**src/rtl/xdiv_master_pkg.sv**
```systemverilog
// Shared definitions for xdiv_master: divider peripheral register map,
// controller state encoding and the default poll timeout.
package xdiv_master_pkg;

    // Peripheral register addresses
    localparam logic [2:0] ADDR_DIVIDEND  = 3'd0;
    localparam logic [2:0] ADDR_DIVISOR   = 3'd1;
    localparam logic [2:0] ADDR_REMAINDER = 3'd2;
    localparam logic [2:0] ADDR_QUOTIENT  = 3'd3;
    localparam logic [2:0] ADDR_START     = 3'd4;
    localparam logic [2:0] ADDR_DONE      = 3'd5;

    // Cycles allowed in the poll states before giving up
    localparam int TIMEOUT_CYCLES_DEFAULT = 64;

    typedef enum logic [3:0] {
        S_IDLE,
        S_WR_DVD,
        S_WR_DVS,
        S_START_HI,
        S_START_LO,
        S_WAIT_LO,
        S_WAIT_HI,
        S_RD_REM,
        S_RD_QUO,
        S_RESP
    } xdiv_state_e;

endpackage

```
**src/rtl/xdiv_master_if.sv**
```systemverilog
// Client request/response ports and peripheral register bus of xdiv_master.
//
// Handshake rule for both req_* and rsp_*: a transfer happens on a rising
// clk edge where valid && ready are both high; the sender holds valid and
// its payload stable until that edge, and ready never depends on a
// combinational path from valid.
interface xdiv_master_if;
    logic        req_valid;
    logic        req_ready;
    logic [31:0] req_dividend;
    logic [31:0] req_divisor;
    logic        rsp_valid;
    logic        rsp_ready;
    logic [31:0] rsp_quotient;
    logic [31:0] rsp_remainder;
    logic        rsp_err;
    logic [2:0]  bus_addr;
    logic        bus_sel;
    logic [31:0] bus_wdata;
    logic [31:0] bus_rdata;

    // Side of the divider controller (bus initiator)
    modport master (
        input  req_valid, req_dividend, req_divisor, rsp_ready, bus_rdata,
        output req_ready, rsp_valid, rsp_quotient, rsp_remainder, rsp_err,
        output bus_addr, bus_sel, bus_wdata
    );

    // Side of the client plus peripheral
    modport slave (
        output req_valid, req_dividend, req_divisor, rsp_ready, bus_rdata,
        input  req_ready, rsp_valid, rsp_quotient, rsp_remainder, rsp_err,
        input  bus_addr, bus_sel, bus_wdata
    );
endinterface

```
**src/rtl/xdiv_master.sv**
```systemverilog
// xdiv_master: runs the memory-mapped divider's register sequence
// (load operands, pulse start, poll done, read results) for one client
// request at a time and returns quotient/remainder.
// Optional feature macro: XDIV_MASTER_DIVZERO_EN -- when defined, a zero
// divisor is answered directly from IDLE (quotient all ones, remainder =
// dividend, rsp_err set) without touching the bus.
module xdiv_master
    import xdiv_master_pkg::*;
#(
    parameter int TIMEOUT_CYCLES = TIMEOUT_CYCLES_DEFAULT
) (
    input  logic          clk,
    input  logic          rst,
    xdiv_master_if.master io,
    output xdiv_state_e   dbg_state
);

    localparam int CNT_W = $clog2(TIMEOUT_CYCLES + 1);
    localparam logic [CNT_W-1:0] CNT_LAST = CNT_W'(TIMEOUT_CYCLES - 1);

    xdiv_state_e      state_q, state_d;
    logic [31:0]      dvd_q, dvd_d;
    logic [31:0]      dvs_q, dvs_d;
    logic [31:0]      quo_q, quo_d;
    logic [31:0]      rem_q, rem_d;
    logic             err_q, err_d;
    logic [CNT_W-1:0] cnt_q, cnt_d;

    logic [2:0]       bus_addr_c;
    logic             bus_sel_c;
    logic [31:0]      bus_wdata_c;

    // State register and datapath flops; peripheral shares rst so no cleanup
    always_ff @(posedge clk) begin
        if (rst) begin
            state_q <= S_IDLE;
            dvd_q   <= '0;
            dvs_q   <= '0;
            quo_q   <= '0;
            rem_q   <= '0;
            err_q   <= 1'b0;
            cnt_q   <= '0;
        end else begin
            state_q <= state_d;
            dvd_q   <= dvd_d;
            dvs_q   <= dvs_d;
            quo_q   <= quo_d;
            rem_q   <= rem_d;
            err_q   <= err_d;
            cnt_q   <= cnt_d;
        end
    end

    // Next-state, captured results and bus drive decoded from current state
    always_comb begin
        state_d     = state_q;
        dvd_d       = dvd_q;
        dvs_d       = dvs_q;
        quo_d       = quo_q;
        rem_d       = rem_q;
        err_d       = err_q;
        cnt_d       = cnt_q;
        bus_addr_c  = ADDR_DONE;
        bus_sel_c   = 1'b0;
        bus_wdata_c = '0;

        case (state_q)
            S_IDLE: begin
                if (io.req_valid) begin
                    dvd_d   = io.req_dividend;
                    dvs_d   = io.req_divisor;
                    err_d   = 1'b0;
                    state_d = S_WR_DVD;
`ifdef XDIV_MASTER_DIVZERO_EN
                    // Trap divide-by-zero locally with the restoring-divider result
                    if (io.req_divisor == 32'd0) begin
                        quo_d   = 32'hFFFF_FFFF;
                        rem_d   = io.req_dividend;
                        err_d   = 1'b1;
                        state_d = S_RESP;
                    end
`endif
                end
            end
            S_WR_DVD: begin
                bus_addr_c  = ADDR_DIVIDEND;
                bus_sel_c   = 1'b1;
                bus_wdata_c = dvd_q;
                state_d     = S_WR_DVS;
            end
            S_WR_DVS: begin
                bus_addr_c  = ADDR_DIVISOR;
                bus_sel_c   = 1'b1;
                bus_wdata_c = dvs_q;
                state_d     = S_START_HI;
            end
            S_START_HI: begin
                bus_addr_c  = ADDR_START;
                bus_sel_c   = 1'b1;
                bus_wdata_c = 32'd1;
                state_d     = S_START_LO;
            end
            S_START_LO: begin
                // Start is level-held in the peripheral: drop it again
                bus_addr_c  = ADDR_START;
                bus_sel_c   = 1'b1;
                bus_wdata_c = 32'd0;
                cnt_d       = '0;
                state_d     = S_WAIT_LO;
            end
            S_WAIT_LO, S_WAIT_HI: begin
                // Done still shows the previous result until it is seen low
                cnt_d = cnt_q + CNT_W'(1);
                if (state_q == S_WAIT_LO && !io.bus_rdata[0]) begin
                    state_d = S_WAIT_HI;
                end else if (state_q == S_WAIT_HI && io.bus_rdata[0]) begin
                    state_d = S_RD_REM;
                end else if (cnt_q == CNT_LAST) begin
                    quo_d   = '0;
                    rem_d   = '0;
                    err_d   = 1'b1;
                    state_d = S_RESP;
                end
            end
            S_RD_REM: begin
                bus_addr_c = ADDR_REMAINDER;
                rem_d      = io.bus_rdata;
                state_d    = S_RD_QUO;
            end
            S_RD_QUO: begin
                bus_addr_c = ADDR_QUOTIENT;
                quo_d      = io.bus_rdata;
                state_d    = S_RESP;
            end
            S_RESP: begin
                // Idle read only while the client holds the response
                bus_addr_c = ADDR_QUOTIENT;
                if (io.rsp_ready) begin
                    state_d = S_IDLE;
                end
            end
            default: begin
                state_d = S_IDLE;
            end
        endcase
    end

    assign io.req_ready     = (state_q == S_IDLE);
    assign io.rsp_valid     = (state_q == S_RESP);
    assign io.rsp_quotient  = quo_q;
    assign io.rsp_remainder = rem_q;
    assign io.rsp_err       = err_q;
    assign io.bus_addr      = bus_addr_c;
    assign io.bus_sel       = bus_sel_c;
    assign io.bus_wdata     = bus_wdata_c;
    assign dbg_state        = state_q;

endmodule

```
**src/flat_wrapper.sv**
```systemverilog
// flat-port wrapper written by rule: the top's interface ports become plain ports
module xdiv_master_flat import xdiv_master_pkg::*;
#(
    parameter int TIMEOUT_CYCLES = TIMEOUT_CYCLES_DEFAULT
)
  (clk, rst, dbg_state, io_req_valid, io_req_dividend, io_req_divisor, io_rsp_ready, io_bus_rdata, io_req_ready, io_rsp_valid, io_rsp_quotient, io_rsp_remainder, io_rsp_err, io_bus_addr, io_bus_sel, io_bus_wdata);
  xdiv_master_if io_i ();
  input  logic clk;
  input  logic rst;
  output xdiv_state_e dbg_state;
  input wire logic [$bits(io_i.req_valid)-1:0] io_req_valid;
  input wire logic [$bits(io_i.req_dividend)-1:0] io_req_dividend;
  input wire logic [$bits(io_i.req_divisor)-1:0] io_req_divisor;
  input wire logic [$bits(io_i.rsp_ready)-1:0] io_rsp_ready;
  input wire logic [$bits(io_i.bus_rdata)-1:0] io_bus_rdata;
  output wire logic [$bits(io_i.req_ready)-1:0] io_req_ready;
  output wire logic [$bits(io_i.rsp_valid)-1:0] io_rsp_valid;
  output wire logic [$bits(io_i.rsp_quotient)-1:0] io_rsp_quotient;
  output wire logic [$bits(io_i.rsp_remainder)-1:0] io_rsp_remainder;
  output wire logic [$bits(io_i.rsp_err)-1:0] io_rsp_err;
  output wire logic [$bits(io_i.bus_addr)-1:0] io_bus_addr;
  output wire logic [$bits(io_i.bus_sel)-1:0] io_bus_sel;
  output wire logic [$bits(io_i.bus_wdata)-1:0] io_bus_wdata;
  assign io_i.req_valid = io_req_valid;
  assign io_i.req_dividend = io_req_dividend;
  assign io_i.req_divisor = io_req_divisor;
  assign io_i.rsp_ready = io_rsp_ready;
  assign io_i.bus_rdata = io_bus_rdata;
  assign io_req_ready = io_i.req_ready;
  assign io_rsp_valid = io_i.rsp_valid;
  assign io_rsp_quotient = io_i.rsp_quotient;
  assign io_rsp_remainder = io_i.rsp_remainder;
  assign io_rsp_err = io_i.rsp_err;
  assign io_bus_addr = io_i.bus_addr;
  assign io_bus_sel = io_i.bus_sel;
  assign io_bus_wdata = io_i.bus_wdata;
  xdiv_master #(.TIMEOUT_CYCLES(TIMEOUT_CYCLES)) u_core (.clk(clk), .rst(rst), .io(io_i), .dbg_state(dbg_state));
endmodule
```
**config.mk**
```make
export PLATFORM = sky130hd
export DESIGN_NAME = xdiv_master_flat
export DESIGN_NICKNAME = d
export VERILOG_FILES = /design/src/rtl/xdiv_master_pkg.sv /design/src/rtl/xdiv_master_if.sv /design/src/rtl/xdiv_master.sv /design/src/flat_wrapper.sv
export SDC_FILE = /design/constraint.sdc
export NUM_CORES = 1
export LEC_CHECK = 0
export CORE_AREA = 2 2 113 115
export DETAILED_ROUTE_END_ITERATION = 6
export DIE_AREA = 0 0 115 117
export GPL_TIMING_DRIVEN = 0
export PLACE_DENSITY = 0.87
export SKIP_CTS_REPAIR_TIMING = 1
export SYNTH_ARGS = -nofsm -noshare
export SYNTH_HDL_FRONTEND = slang
export SYNTH_SLANG_ARGS = --single-unit
```
**constraint.sdc**
```tcl
create_clock -name clk -period 2 [get_ports clk]
set_clock_uncertainty 0.05 [all_clocks]
set_input_delay 0.4 -clock clk [delete_from_list [all_inputs] [get_ports clk]]
set_output_delay 0.4 -clock clk [all_outputs]
set_load 0.01 [all_outputs]
```
==> flow_results.org, run 1 <==
** Placed design
- Placed wire-length estimate :: 11500 um
- Port bufs :: between 200 and 250
- Final Wtd Congestion :: 0.856
- Post-placement cell area :: 0.00753 mm2
- In this run, placement finished with an instance count of 934.
- Worst slack after detailed placement :: -966 ps

** Hold path
- The tightest min-delay check is of the in -> reg type.
- Worst Hold Depth :: 2

** Synth
- For this run, the number of Yosys warnings is 0.
- Post-synth top area share :: 0.528
- A synthesized cell averages about 9.1 um2.
- Post-Synthesis Cell Area :: 0.00530 mm2
- In this run, synthesis produced a sequential element count of 140.
- For this run, asynchronously set or reset flops after synthesis account for 0.
- Main area contributors after synthesis :: sky130_fd_sc_hd__dfxtp_1, sky130_fd_sc_hd__a22o_1, sky130_fd_sc_hd__nand2_1, sky130_fd_sc_hd__a21oi_1, sky130_fd_sc_hd__clkbuf_1
- Post-synthesis cell count :: 580
- When the netlist entered floorplanning its net count stood at 681.
- Synth Flop Type :: sky130_fd_sc_hd__dfxtp_1
- The number of different library cells used by synthesis comes to 44.
- Top cell type by total area after synthesis :: sky130_fd_sc_hd__dfxtp_1
- Number of enable-type register cells in the synthesized netlist :: 0
- Of the synthesized area, sequential elements account for 0.528.

** CTS
- Number of clock buffers inserted by TritonCTS :: 17
- The tree is rooted in a sky130_fd_sc_hd__clkbuf_16.
- Worst-Skew Late Latency :: 420 ps
- CTS tree :: yes
- Clock edge transition at the registers on the reported setup and hold paths :: 60 ps
- Clock tree synthesis found a total of 140 sinks.
- Counting along the longest clock path gives a buffer depth of 2.
- Number of H-tree levels :: 4

** Floorplan
- Width of the chip :: between 100 and 150 um
- Initial Utilization :: 0.431
- Die outline area :: 0.0135 mm2
- Number of placed I/O pins :: around 210
- The floorplan step defined a core boundary enclosing approximately 0.012 mm2.
- Number of placement rows :: between 40 and 50
- In this run the vertical extent of the chip is 117 um.

** Timing
- Max_slew headroom :: 0.619
- Maximum clock frequency :: 0.406 GHz
- In the finished design, the share of the clock period the worst path needs comes to 1.23.
- Number of hold-slack violations in the final timing report :: 0
- Unrepaired setup endpoints after global routing :: yes
- Accumulated negative setup slack :: -17680 ps
- Hold Worst Slack :: 314 ps
- Worst-margin pin slew :: 572 ps
- Number of pins with negative max-slew slack in the final report :: 0
- Finish-stage setup viols :: 67
- Worst setup margin :: -466 ps
- Shortest period the worst path allows :: 2470 ps

** GRT
- The first global-routing pass estimated approximately 24000 um of wire.
- The total overflow left after global routing is 0.
- The initial antenna violation count was 0.
- All-Layer GR Usage :: 0.232
- The via count of the first global-routing pass was 5005.
- Entering global routing, the biggest net connects 17 pins.

** Power
- Overall power consumption after layout is estimated at between 8 and 9 mW.
- For this design the static power due to leakage is 3.39 nW.
- Peak supply drop :: 605 uV
- Pwr dens :: 1010 mW/mm2

** Cells and area
- Excluding fillers, the count of instances in the completed layout stands at 999.
- Fillers :: 885
- Of the cells placed in the final design, the portion with a size suffix greater than 1 is 0.177.
- Signed area change from the synthesized netlist to the final layout :: 61.9%
- The net count of the finished layout is roughly 940.
- The number of antenna diodes in the final layout is 0.
- Final design utilization :: 0.697
- The finished cells cover 0.00859 mm2.

** Drt
- Dividing the detail-routed via count by the number of cells gives 5.65.
- Drt first-iter violations :: 354
- Total routed wire length on the met1 layer :: between 7000 and 8000 um
- Drt drc :: 0
- Wire segments on met3 add up to 1230 um in the final route.
- First-pass detailed-route iteration total :: 6
- Once detail routing completed, the nets flagged for antenna violations numbered 0.
- The detailed router used layers up to and including met4.
- The routed design has 18300 um of wire.
- Met2 wire len :: 8970 um
- Dividing the detail-routed wire length by the instance count gives 18.4 um.
- The detailed router placed 5647 vias in this run.

** Worst setup path
- Sort of element at the end of the critical path :: output port
- Data required time at the worst endpoint :: ~1600 ps
- Of all nets on the critical path, the largest fanout is 7.
- The setup path with the least slack is of type reg -> out.
- The worst register-to-register path has a depth of 6.
- Worst endpoint data arrival time :: between 2000 and 2500 ps
- The worst setup path is launched from a register.

** Run status
- The checks that failed: setup timing.
- The run finished, with violations left.

** Job
- Max-cap violations in this run came to 0.
[registers in the layout, summed over array words and instances, names as in the netlist]
register,count
u_core.cnt_q,7
u_core.dvd_q,32
u_core.dbg_state,4
u_core.io.rsp_remainder,32
u_core.io.rsp_quotient,32
u_core.io.rsp_err,1
u_core.dvs_q,32
[synthesized netlist by cell type, drive strengths merged (2+ instances only)]
cell	instances
a2111oi	2
a211oi	4
a21oi	75
a22o	96
a31oi	6
and2	2
buf	21
clkbuf	28
dfxtp	140
inv	5
nand2	136
nand3	3
nand3b	2
nor2	14
nor2b	3
nor3	6
nor4	3
o21ai	10
o31ai	3
o41ai	2
or3b	2
xnor2	2
[cells by family (layout without fill, tap and decap cells)]
group,count (synthesis),count (layout),share of synthesized area
buffers and inverters,54,323,0.0467
AO/OA/AOI/OAI,205,205,0.275
flip-flops,140,140,0.528
AND/OR/NAND/NOR,177,177,0.142
XOR/XNOR,3,3,0.00495
adder cells (fa/ha/maj),1,1,0.00236
[critical path: stages (launching register included)]
cell and delay [ps]:
sky130_fd_sc_hd__dfxtp_4 380, sky130_fd_sc_hd__buf_8 140, sky130_fd_sc_hd__nor4_4 250, sky130_fd_sc_hd__buf_4 190
sky130_fd_sc_hd__buf_6 110, sky130_fd_sc_hd__buf_6 110, sky130_fd_sc_hd__clkbuf_16 130, sky130_fd_sc_hd__a22o_1 140
sky130_fd_sc_hd__buf_2 130
[power breakdown]
part           total, mW  switching [mW]  internal [mW]
logic               2.41            1.20           1.21
registers           3.23           0.171           3.06
clock network       3.03            1.31           1.73
total               8.67            2.68           5.99
[cell usage in the layout, fill, tap and decap left out, types with 6 or more instances in the layout]
cell,Yosys,routed
sky130_fd_sc_hd__a21oi_1,74,74
sky130_fd_sc_hd__a22o_1,96,96
sky130_fd_sc_hd__a31oi_1,6,6
sky130_fd_sc_hd__buf_2,14,35
sky130_fd_sc_hd__buf_4,7,30
sky130_fd_sc_hd__buf_6,0,12
sky130_fd_sc_hd__buf_8,0,8
sky130_fd_sc_hd__clkbuf_1,27,20
sky130_fd_sc_hd__clkbuf_16,0,24
sky130_fd_sc_hd__clkdlybuf4s50_1,0,165
sky130_fd_sc_hd__clkinvlp_4,0,6
sky130_fd_sc_hd__dfxtp_1,140,136
sky130_fd_sc_hd__inv_6,0,6
sky130_fd_sc_hd__nand2_1,136,136
sky130_fd_sc_hd__nor2_1,14,13
sky130_fd_sc_hd__o21ai_0,10,9
[per-layer routing]
layer,vias to the layer above,track usage
met1,2653,0.288
met2,304,0.373
met3,84,0.0520
met4,0,0.134
met5,-,0
li1,2606,-
[final timing paths]
path / slack [ps] / start / end
hold reg to reg: 400 / u_core.dvs_q[19] / u_core.dvs_q[19]
hold / removal: 310 / io_bus_rdata[0] / u_core.io.rsp_quotient[0]
setup reg to reg: -180 / u_core.cnt_q[0] / u_core.io.rsp_remainder[14]
setup / recovery: -470 / u_core.dbg_state[1] / io_bus_wdata[7]
[cell type report]
type | instances | area, um2 | share of cell area
sequential | 140 | 2820 | 0.328
multi-input combinational | 386 | 2350 | 0.274
timing repair buffer | 237 | 2300 | 0.268
clock buffer | 17 | 425 | 0.0495
buffer | 49 | 332 | 0.0386
tap | 150 | 188 | 0.0219
clock inverter | 15 | 139 | 0.0162
inverter | 5 | 27.5 | 0.00321
Note: power is estimated with default switching activity, not from simulation.
==> run 2, diff against run 1 <==
==> constraint.sdc (replaced) <==
create_clock -name clk -period 2.8 [get_ports clk]
set_clock_uncertainty 0.05 [all_clocks]
set_input_delay 0.56 -clock clk [delete_from_list [all_inputs] [get_ports clk]]
set_output_delay 0.56 -clock clk [all_outputs]
set_load 0.01 [all_outputs]
==> run 2 against run 1 <==
Net effect:
- the run now ends clean
- wire length fell by 9.6%
- cell count fell by 2.6%
- utilization fell by 2.1 points
- sequential power fell by 29%
- highest routed layer unchanged
- total power fell by 32%
- combinational power fell by 40%
- final area fell by 3.0%
==> flow_results.org, run 2 (synthesized netlist as in run 1, its figures left out) <==
** CTS
- Clock edge transition at the registers on the reported setup and hold paths :: 60 ps (about the same)
- Cell at the root of the clock tree :: sky130_fd_sc_hd__clkbuf_16
- The clock latency on the worst-skew pair is 410 ps (about the same).
- The H-tree depth is 4 (unchanged).
- The TritonCTS buffer count came to 17 (unchanged).
- CTS tree :: yes
- # clock sinks :: 140 (unchanged)
- Clk buf depth :: 2 (unchanged)

** Worst setup path
- The maximum fanout encountered on the critical timing path came to 10 (+3).
- Cell Chain, Critical Path :: buf_4, nor2_1, buf_2, xnor2_1, nor2_1, clkdlybuf4s50_1
- STA classifies the critical path startpoint as a register.
- Sort of element at the end of the critical path :: output port
- Largest stage delay on the critical path :: 590 ps (+210 ps)
- The slowest stage of the critical path belongs to the cell sky130_fd_sc_hd__clkdlybuf4s50_1.
- Worst setup path class :: reg -> out
- The arrival time of data at the critical path endpoint came to 2110 ps (+90 ps).
- Most Frequent Cell on Critical Path :: sky130_fd_sc_hd__nor2_1
- The critical path data required time is 2190 ps (+640 ps).

** Cells and area
- Layout cells sized above 1 :: 0.0996 (-0.0770)
- Most common cell after layout, fill and taps aside :: sky130_fd_sc_hd__clkdlybuf4s50_1
- The number of antenna repair diodes is 0 (unchanged).
- Signed area change from the synthesized netlist to the final layout :: 57.1%
- # nets final :: 911 (-2.8%)
- Highest-count cells in the layout ignoring fill and taps :: sky130_fd_sc_hd__clkdlybuf4s50_1, sky130_fd_sc_hd__nand2_1, sky130_fd_sc_hd__dfxtp_1

** Drt
- Drt first-iter violations :: 416 (+18%)
- Drt drc :: 0 (unchanged)
- Via total after detailed routing :: 5315 (-5.9%)
- The via density per instance was 5.46 (-3.4%).
- First-pass detailed-route iteration total :: 5 (-1)
- The average wire per cell in the routed design is 17.0 um (-7.2%).
- Post-DRT Antenna Nets :: 0 (unchanged)
- Routed wire length :: 16600 um (-9.6%)

** GRT
- The combined global-route utilization of all metal layers is 0.232 (unchanged).
- The global-route met1 utilization is 0.288 (unchanged).
- The pin count of the biggest net entering global routing was 17 (unchanged).
- Routing layer with the top usage in global route :: met2
- Global-route wire length before repair :: 24400 um (unchanged)
- The initial antenna violation count was 0 (unchanged).
- GR Util met2 :: 0.373 (unchanged)
- The via count of the first global-routing pass is 5005 (unchanged).
- The overflow left after global routing came to 0 (unchanged).
- The met3 global-route usage is 0.0520 (unchanged).

** Floorplan
- The horizontal die dimension came to 115 um (unchanged).
- The starting utilization of the core area is 0.431 (unchanged).
- Number of placement rows :: 41 (unchanged)
- The area of the die came to 0.0135 mm2 (unchanged).
- The core footprint is 0.0123 mm2 (unchanged).
- Number of placed I/O pins :: 207 (unchanged)
- The height of the chip came to 117 um (unchanged).

** Timing
- Dividing the final minimum period by the clock period gives 0.972.
- The transition at the pin with the smallest max-transition slack came to 588 ps (+16.9 ps).
- Max_slew headroom :: 0.605 (-0.0143)
- Maximum clock frequency :: roughly 0.37 GHz
- The max-slew violation total from the final report came to 0 (unchanged).
- The sum of negative setup slack is 0 ps (+17680 ps).
- Number of hold-slack violations in the final timing report :: 0 (unchanged)
- Finish-stage setup viols :: 0 (-100%)
- Shortest period the worst path allows :: 2720 ps

** Power
- The overall power after layout is 5.89 mW (-32%).
- The peak ir drop on the vdd network was 381 uV (-37%).
- Leakage power summed over all cells :: 3.62 nW (+6.8%)
- The power density normalized to cell area is 707 mW/mm2 (-30%).

** Job
- The max-capacitance violation count came to 0 (unchanged).

** Run status
- Run status :: complete, no violations

** Hold path
- The min-delay analysis places its worst path in the category reg -> reg.

** Placed design
- The total half-perimeter wirelength after legalization and detailed placement is 11500 um (unchanged).
- The final weighted congestion of routability-driven global placement is 0.856 (unchanged).
- Port bufs :: 204 (unchanged)
[run 2: cell count changes in the layout (fill, tap and decap cells not counted), moves of 2 or more]
cell                              before  now
sky130_fd_sc_hd__buf_2                35    9
sky130_fd_sc_hd__dlymetal6s2s_1        4   30
sky130_fd_sc_hd__buf_4                30   15
sky130_fd_sc_hd__clkdlybuf4s50_1     165  174
sky130_fd_sc_hd__buf_8                 8    1
sky130_fd_sc_hd__clkbuf_16            24   17
sky130_fd_sc_hd__buf_6                12    6
sky130_fd_sc_hd__dfxtp_2               0    2
sky130_fd_sc_hd__dfxtp_4               4    2
[run 2: final timing paths]
check                                         start                     endpoint  slack [ps]  cells past startpoint
worst max-delay path            u_core.dbg_state[1]                   io_bus_sel          80                      6
worst min-delay path                u_core.dvs_q[6]              u_core.dvs_q[6]         400                      2
worst max register to register      u_core.cnt_q[0]  u_core.io.rsp_remainder[14]         480                      6
worst min register to register      u_core.dvs_q[6]              u_core.dvs_q[6]         400                      2
[run 2: final cells by class]
class	instances	area [um2]
Fill cell	924	3980
Sequential cell	140	2810
Multi-Input combinational cell	386	2290
Timing Repair Buffer	211	2170
Clock buffer	17	425
Buffer	49	289
Tap cell	150	188
Clock inverter	15	139
Inverter	5	22.5
[run 2: metal layers]
layer / wire length [um] / up-vias
li1: - / 2544
met1: 6760 / 2477
met2: 8120 / 235
met3: 974 / 59
met4: 725 / 0
met5: 0 / -
[run 2: where the power goes]
group	internal (mW)	switching [mW]
combinational	0.687	0.749
clock	1.23	0.923
sequential	2.18	0.117
[run 2: critical path, delay by kind of cell (launching register included)]
family | cells | cell delay (ps)
buffers and inverters | 3 | 1010
DFF | 1 | 380
and+or+nand+nor | 2 | 230
xor gates and xnor gates | 1 | 90
[run 2: metrics by stage]
stage	cells	area, um2	hold slack (ps)	setup WS [ps]	utilization
3_3_place_gp	934	7530	389	-348	0.612
2_1_floorplan	580	5300	383	664	-
6_report	973	8330	403	77.5	0.677
4_1_cts	966	8100	405	-834	0.658
5_1_grt	973	8330	418	-30.9	0.677
3_5_place_dp	934	7530	396	-326	0.612
